--- config.mk ---
export PLATFORM = sky130hd
export DESIGN_NAME = seg_scan_display
export DESIGN_NICKNAME = d
export VERILOG_FILES = /design/src/rtl/seg_pkg.sv /design/src/rtl/seg_scan_display_bcd_to_seg.sv /design/src/rtl/seg_scan_display.sv
export SDC_FILE = /design/constraint.sdc
export NUM_CORES = 1
export LEC_CHECK = 0
export ABC_AREA = 1
export BUFFER_PORTS_ARGS = -buffer_cell sky130_fd_sc_hd__buf_2
export CAP_MARGIN = 20
export CORE_ASPECT_RATIO = 1.1
export CORE_UTILIZATION = 45
export DETAILED_ROUTE_END_ITERATION = 8
export GPL_TIMING_DRIVEN = 0
export PLACE_DENSITY = 0.74
export SKIP_CTS_REPAIR_TIMING = 1
export SLEW_MARGIN = 20
export SYNTH_ARGS = -nofsm -noshare
export SYNTH_HDL_FRONTEND = slang
export SYNTH_SLANG_ARGS = --single-unit
--- constraint.sdc ---
create_clock -name clk -period 2.11 [get_ports clk]
set_input_delay 0.422 -clock clk [delete_from_list [all_inputs] [get_ports clk]]
set_output_delay 0.422 -clock clk [all_outputs]
set_load 0.05 [all_outputs]
--- src/rtl/seg_pkg.sv ---
// Shared constants for the multiplexed seven-segment display: segment patterns
// ({a,b,c,d,e,f,g,dp}, active-high), digit positions and the frame snapshot type.
package seg_pkg;

  localparam int NUM_DIGITS = 8;
  localparam int IDX_W      = $clog2(NUM_DIGITS);

  localparam logic [7:0] SEG_0     = 8'hFC;
  localparam logic [7:0] SEG_1     = 8'h60;
  localparam logic [7:0] SEG_2     = 8'hDA;
  localparam logic [7:0] SEG_3     = 8'hF2;
  localparam logic [7:0] SEG_4     = 8'h66;
  localparam logic [7:0] SEG_5     = 8'hB6;
  localparam logic [7:0] SEG_6     = 8'hBE;
  localparam logic [7:0] SEG_7     = 8'hE0;
  localparam logic [7:0] SEG_8     = 8'hFE;
  localparam logic [7:0] SEG_9     = 8'hF6;
  localparam logic [7:0] SEG_DASH  = 8'h02;
  localparam logic [7:0] SEG_BLANK = 8'h00;
  localparam logic [7:0] SEG_D     = 8'h7A;
  localparam logic [7:0] SEG_N     = 8'h2A;

  // Digit positions; bit 7 of seg_com is the leftmost digit.
  localparam logic [IDX_W-1:0] DIG_HT = 3'd7;
  localparam logic [IDX_W-1:0] DIG_HO = 3'd6;
  localparam logic [IDX_W-1:0] DIG_MT = 3'd5;
  localparam logic [IDX_W-1:0] DIG_MO = 3'd4;
  localparam logic [IDX_W-1:0] DIG_ST = 3'd3;
  localparam logic [IDX_W-1:0] DIG_SO = 3'd2;
  localparam logic [IDX_W-1:0] DIG_SP = 3'd1;
  localparam logic [IDX_W-1:0] DIG_DN = 3'd0;

  typedef struct packed {
    logic [7:0] hour;
    logic [7:0] min;
    logic [7:0] sec;
    logic       d_or_n;
  } snap_t;

  localparam snap_t SNAP_RESET = '{hour: 8'h00, min: 8'h00, sec: 8'h00, d_or_n: 1'b1};

endpackage

--- src/rtl/seg_scan_display_bcd_to_seg.sv ---
// Combinational BCD nibble to a..g segment pattern; nibbles A..F show a dash.
module bcd_to_seg
  import seg_pkg::*;
(
  input  logic [3:0] i_bcd,
  output logic [6:0] o_seg
);

  // NOTE: every output of a combinational block gets a default first so no path leaves it unassigned (no latch).
  always_comb begin
    o_seg = SEG_DASH[7:1];
    case (i_bcd)
      4'd0:    o_seg = SEG_0[7:1];
      4'd1:    o_seg = SEG_1[7:1];
      4'd2:    o_seg = SEG_2[7:1];
      4'd3:    o_seg = SEG_3[7:1];
      4'd4:    o_seg = SEG_4[7:1];
      4'd5:    o_seg = SEG_5[7:1];
      4'd6:    o_seg = SEG_6[7:1];
      4'd7:    o_seg = SEG_7[7:1];
      4'd8:    o_seg = SEG_8[7:1];
      4'd9:    o_seg = SEG_9[7:1];
      default: o_seg = SEG_DASH[7:1];
    endcase
  end

endmodule

--- src/rtl/seg_scan_display.sv ---
// 8-digit multiplexed display of HH MM SS, blank, day/night letter with a per-frame input snapshot.
// Optional: define LEADING_ZERO_BLANK_EN to blank the leftmost digit when the hour tens is 0.
module seg_scan_display
  import seg_pkg::*;
#(
  parameter int SCAN_DIV = 1
)
(
  input  logic       clk,
  input  logic       rst,
  input  logic [7:0] hour,
  input  logic [7:0] min,
  input  logic [7:0] sec,
  input  logic       d_or_n,
  output logic [7:0] seg_data,
  output logic [7:0] seg_com
);

  localparam int               DIV_W    = ($clog2(SCAN_DIV + 1) < 1) ? 1 : $clog2(SCAN_DIV + 1);
  localparam logic [DIV_W-1:0] DIV_LAST = DIV_W'(SCAN_DIV - 1);

  logic [DIV_W-1:0] r_div;
  logic [IDX_W-1:0] r_idx;
  snap_t            r_snap;
  logic             w_tick;
  logic [3:0]       w_nibble;
  logic [6:0]       w_seg7;
  logic [7:0]       w_digit;

  assign w_tick = (r_div == DIV_LAST);

  // NOTE: clocked state uses non-blocking assignments so every register samples pre-edge values.
  always_ff @(posedge clk or negedge rst) begin
    if (!rst) begin
      r_div <= '0;
      r_idx <= DIG_HT;
    end else if (w_tick) begin
      r_div <= '0;
      r_idx <= r_idx - IDX_W'(1);
    end else begin
      r_div <= r_div + DIV_W'(1);
    end
  end

  // Loaded only on the wrap back to the leftmost digit, so a frame never mixes two times.
  // NOTE: the snapshot is reset because the first frame must show a defined "000000 n" image.
  always_ff @(posedge clk or negedge rst) begin
    if (!rst) begin
      r_snap <= SNAP_RESET;
    end else if (w_tick && (r_idx == DIG_DN)) begin
      r_snap <= '{hour: hour, min: min, sec: sec, d_or_n: d_or_n};
    end
  end

  always_comb begin
    w_nibble = r_snap.hour[7:4];
    case (r_idx)
      DIG_HO:  w_nibble = r_snap.hour[3:0];
      DIG_MT:  w_nibble = r_snap.min[7:4];
      DIG_MO:  w_nibble = r_snap.min[3:0];
      DIG_ST:  w_nibble = r_snap.sec[7:4];
      DIG_SO:  w_nibble = r_snap.sec[3:0];
      default: w_nibble = r_snap.hour[7:4];
    endcase
  end

  bcd_to_seg u_bcd_to_seg (
    .i_bcd (w_nibble),
    .o_seg (w_seg7)
  );

  // Colon dots after the hour and minute digits blink on even seconds.
  always_comb begin
    w_digit = {w_seg7, 1'b0};
    case (r_idx)
      DIG_SP:         w_digit = SEG_BLANK;
      DIG_DN:         w_digit = r_snap.d_or_n ? SEG_N : SEG_D;
      DIG_HO, DIG_MO: w_digit[0] = ~r_snap.sec[0];
`ifdef LEADING_ZERO_BLANK_EN
      DIG_HT:         if (r_snap.hour[7:4] == 4'd0) w_digit = SEG_BLANK;
`endif
      default:        ;
    endcase
  end

  always_ff @(posedge clk or negedge rst) begin
    if (!rst) begin
      seg_com  <= 8'hFF;
      seg_data <= SEG_BLANK;
    end else begin
      seg_com  <= ~(8'b1 << r_idx);
      seg_data <= w_digit;
    end
  end

endmodule

Yosys cells after proc, flatten, opt, wreduce, memory -nomap -nowiden
Memory sizes are Yosys's and may differ from the RTL's.
Index checks and enable logic that the tools add are counted.
{"block": "totals", "regBits": 45, "rom_bits": 112, "input_bits": 27, "memories": 1}
{"block": "op_classes", "n_addsub": 2, "n_eq_ne": 6, "shift": 1, "mux": 5, "n_bitwise": 3, "reduce_logical": 3}
{"memory": "(name not given)", "words": 16, "width": 7, "rd": 1, "rd_clocked_by_memory_dff": 0, "write_ports": 0, "line_no": "seg_scan_display_bcd_to_seg.sv:12", "text": "case (i_bcd)"}
{"cell": "$pmux 4 s5", "count": 1}
{"cell": "$pmux 7 s2", "count": 1}
{"cell": "$eq 3x3->1 const B", "count": 3}
{"cell": "$not 8->8", "count": 1}
{"cell": "$shl 1x3->8 const A", "count": 1}
{"cell": "$mux 7", "count": 1}
{"cell": "$eq 3x2->1 const B", "count": 2}
{"cell": "$eq 3x1->1 const B", "count": 1}
{"cell": "$logic_not 3->1", "count": 1}
{"cell": "$sub 3x1->3 const B", "count": 1}
{"cell": "$not 1->1", "count": 2}
{"cell": "$pmux 1 s2", "count": 1}
{"cell": "$reduce_or 2->1", "count": 1}
{"cell": "$add 1x1->1 const B", "count": 1}
{"cell": "$logic_and 1x1->1", "count": 1}
{"cell": "$mux 1", "count": 1}

Depth between registers and ports, before layout
An unclocked memory read counts as a cell.
{"block": "depth", "word_depth": 4, "ltp_mapped": 18}

Modules after synthesis
A second synthesis with hierarchy kept.
{"block": "unflattened", "hier_cells": 254, "area_unflattened_um2": 2124.5}
{"mod": "seg_scan_display", "n_inst": 1, "cells_each": 214, "area_each_um2": 1911.8, "seq_area_each_um2": 1116.1}
{"mod": "bcd_to_seg", "n_inst": 1, "cells_each": 40, "area_each_um2": 212.7, "seq_area_each_um2": 0.0}

Worst setup path before layout
No wires, ideal clock.
{"block": "synth_timing", "path_kind": "register to register", "from": "register r_idx[2]", "to": "register seg_data[6]", "t_arrival_ns": 2.083, "slack_ns": -0.089, "stages_incl_launch_ff": 17, "path_buffers": 1, "synth_period_minus_slack_ns": 2.199, "cell_sequence": "dfstp_2 -> inv_2 -> buf_6 -> ha_1 -> inv_1 -> nand2_2 -> nand2_1 -> inv_1 -> nand2_1 -> nand2_2 -> inv_1 -> ha_1 -> nand3b_1 -> nand2_1 -> nand2_1 -> nand2_1 -> nand2_1"}
{"block": "synth_between", "elab_chain_len": 4, "word_cells_on_any_way": 10}
{"item": "from (decl)", "line_no": "seg_scan_display.sv:23", "text": "logic [IDX_W-1:0] r_idx;"}
{"item": "from (signal assigned)", "line_no": "seg_scan_display.sv:39", "text": "r_idx <= r_idx - IDX_W'(1);"}
{"item": "$eq 3x2->1 or $eq 3x3->1 (tied branches)", "line_no": "seg_scan_display.sv:57", "text": "case (r_idx)"}
{"item": "$pmux 4 s5", "line_no": "seg_scan_display.sv:57"}
{"item": "$mem_v2 16x7"}
{"item": "$pmux 7 s2 *", "line_no": "seg_scan_display.sv:75", "text": "case (r_idx)"}
{"item": "via w_digit[6]", "line_no": "seg_scan_display.sv:28", "text": "logic [7:0] w_digit;"}
{"item": "to (signal assigned)", "line_no": "seg_scan_display.sv:92", "text": "seg_data <= w_digit;"}
{"item": "to (decl)", "line_no": "seg_scan_display.sv:15", "text": "output logic [7:0] seg_data,"}
Mark *: on every way through the listed nets, which the timed path passes. The rest lies on a longest branch.
A chain may end at the register's enable or synchronous reset.

Worst setup path after layout
{"block": "layout_timing", "from": "register r_idx[1]", "to": "register seg_data[2]"}
The elaborated chain is that of the path after synthesis.

==> results.yml <==
outcome:
  outcome: "finished, violations left"
  violated_checks: "negative setup slack"
clock_tree:
  clock-root-buffer: "sky130_fd_sc_hd__clkbuf_8"
  clock_tree.htree_level_count: 2
  cts.reportedPaths.clkPinSlew_ns: 0.09
  clock_sinks: 44
  clock_insertion_delay_worst_skew_ns: 0.30
  cts-root-to-sink-buffers: 2
  tritoncts.num_buffers: 5
  tritoncts: "yes"
layout:
  final_cell_mix: "sky130_fd_sc_hd__buf_2 (44), sky130_fd_sc_hd__nand2_1 (42), sky130_fd_sc_hd__dfrtp_1 (32)"
  final_util_pct: 63.8
  number_of_antenna_repair_diodes: 0
  layout_net_count: 312
  syn2layout_area_growth_pct: 32.5
  final_common_cell: "sky130_fd_sc_hd__buf_2"
  layout-drive-gt1-share_pct: 55.5
power_and_ir_drop:
  power_density_nw_per_um2: 548
  ir_worst_vdd_mv: 0.395
  power_leakage_nw: 1.37
  finalPower_mw: 1.54
grt:
  grt_pass1_vias: 1412
  grt_total_ovfl: 0
  grt_antenna_before_repair: 0
  grt_pass1_wl_mm: 6.31
  pin_count_of_the_biggest_net_entering_global_routing: 45
  globalRouteTotalUtil_pct: 17.4
critical_path:
  critical_path_arrival_ns: 2.53
  regToRegSetupSlack_ns: -0.20
  worst_reg2reg_path_depth: 15
  r2r_start: "r_idx[1]"
  slowest_delay_ns: 0.58
  endpoint_kind: "register"
  path_cells: "clkinvlp_4 -> ha_4 -> inv_4 -> nand2_8 -> nand2_4 -> inv_2 -> nand2_2 -> nand2_4 -> inv_4 -> buf_6 -> ha_4 -> nand3b_1 -> nand2_1 -> nand2_2 -> a21oi_2"
  critical_path.slowest_cell: "sky130_fd_sc_hd__dfstp_2"
  timing.setup.critical_path_class: "register to register"
  timing.critical_path.from_type: "register"
  worstReg2RegEnd: "seg_data[2]"
  crit_fanout: 6
  worstPathRequired_ns: 2.34
placement:
  routabilityCongestion: 0.776
  place_hpwl_mm: 2.70
  port_buffers: 42
logic_synthesis:
  syn_inst: 205
  synthesis.area_per_instance_um2: 10.4
  post_synth_instance_area_um2: 2120
  ys_types: 22
  seq_cells_post_synth: 44
  synth.yosys.warnings: 0
  postSynthNetCount: 244
  synth_sequential_area_ratio_pct: 52.6
routing:
  vias_after_detailed_routing: 1570
  route.detailed.drc: 0
  route.antenna.remaining_nets: 0
  drt_pre_antenna_iters: 4
  detail_route.iter0.violations: 38
  drt_wl_total_mm: 4.25
  detail_route.vias_per_cell: 4.79
  drt-wirelength-per-cell_um: 13.0
die:
  die_y_um: 74.0
  core_um2: 4410
  fp-row-count: 25
  floorplan.die_area_um2: 5000
  die_width_um: 67.5
  design.portCount: 43
  initial_core_util_pct: 48.1
run:
  max-cap-violations: 0
timing:
  fmaxAchievable_ghz: 0.433
  final_critical_path_setup_slack_ns: -0.197
  setup_viol: 7
  final.setup_skew_ns: 0.0102
  worst_hold_slack_ns: 0.256
  post-route-period-util_pct: 109
  slew_headroom_pct: 37.5
  finalCriticalPeriod_ns: 2.31
  worst_slew_pin_slew_ns: 0.938
  final_hold_viol_count: 0
  unrepaired_setup_endpoints_after_global_routing: "true"
  timing.final.max_slew_violations: 0
worst_hold_path:
  hold_path.class: "input port to asynchronous set/reset pin"
cells in the mapped netlist:
cell type                  instances  area [um^2]
sky130_fd_sc_hd__dfrtp_1          32          801
sky130_fd_sc_hd__nand3_1          18         90.1
sky130_fd_sc_hd__buf_6             3         33.8
sky130_fd_sc_hd__a21oi_2           1         8.76
sky130_fd_sc_hd__inv_1            18         67.6
sky130_fd_sc_hd__ha_1             12          150
sky130_fd_sc_hd__or2_2             1         6.26
sky130_fd_sc_hd__xor2_1            1         8.76
sky130_fd_sc_hd__o21ai_1           2         10.0
sky130_fd_sc_hd__nand2_1          51          191
sky130_fd_sc_hd__nand3b_1          2         15.0
sky130_fd_sc_hd__mux2_2           23          259
sky130_fd_sc_hd__buf_4             1         7.51
sky130_fd_sc_hd__nand2_4           2         22.5
sky130_fd_sc_hd__or2_4             1         8.76
sky130_fd_sc_hd__dfstp_2          12          315
sky130_fd_sc_hd__inv_2             2         7.51
sky130_fd_sc_hd__nand2_2           5         31.3
sky130_fd_sc_hd__a21oi_1           5         25.0
sky130_fd_sc_hd__nor2_1            9         33.8
sky130_fd_sc_hd__buf_2             2         10.0
sky130_fd_sc_hd__nand3_2           2         20.0
report_power, final:
group	internal (mW)	switching, mW	total [mW]
clock	0.231	0.283	0.515
combinational	0.0679	0.0744	0.142
sequential	0.872	0.0129	0.885
total	1.17	0.370	1.54
cell families (layout without fill, tap and decap cells):
kind of cell	after synthesis	after routing	synth area share (%)
AO/OA/AOI/OAI	8	8	2.06
buffers and inverters	26	95	5.95
AND/OR/NAND/NOR	91	91	19.7
adder cells (fa/ha/maj)	12	12	7.07
flip-flops	44	44	52.6
multiplexers	23	23	12.2
XOR/XNOR	1	1	0.413
stage by stage:
step	instance area [um^2]	setup TNS, ns	std cells	worst slack (ns)
2_1_floorplan	2140	-0.0245	205	-0.0138
3_3_place_gp	2420	-0.860	301	-0.195
3_5_place_dp	2420	-1.11	301	-0.232
4_1_cts	2510	-1.34	309	-0.255
5_1_grt	2810	-1.56	328	-0.281
6_report	2810	-0.848	328	-0.197
worst max path at each step:
stage / endpoint / cells after the start / startpoint
2_1_floorplan: seg_data[6] / 16 / r_idx[2]
3_3_place_gp: seg_data[6] / 16 / r_idx[2]
3_5_place_dp: seg_data[6] / 16 / r_idx[2]
4_1_cts: seg_data[2] / 16 / r_idx[0]
5_1_grt: seg_data[4] / 17 / r_idx[0]
6_report: seg_data[2] / 15 / r_idx[1]
area by class of cell:
class	count	area (um^2)
Clock inverter	2	12.5
Fill cell	361	1600
Tap cell	54	67.6
Clock buffer	6	72.6
Timing Repair Buffer	61	364
Multi-Input combinational cell	135	1040
Sequential cell	44	1120
Buffer	6	51.3
Inverter	20	86.3
critical path, delay by kind of cell, from the launching register on:
| kind | cells | cell delay [ns] |
|---|---|---|
| buffers and inverters | 5 | 0.44 |
| adder cells (fa/ha/maj) | 2 | 0.47 |
| flip-flops | 1 | 0.58 |
| AO/OA/AOI/OAI | 1 | 0.12 |
| AND/OR/NAND/NOR | 7 | 0.62 |
metal layers:
metal	global-route usage, %	vias to the layer above	routed length [um]
li1	-	789	-
met1	22.2	730	1890
met2	27.3	45	2080
met3	5.52	6	211
met4	7.09	0	61
met5	0	-	0
flip-flops by register name, indices dropped and copies added, names as in the netlist:
name and cells:
seg_com 8, seg_data 8, r_idx 3, r_snap 25
(Power assumes the default switching activity.)
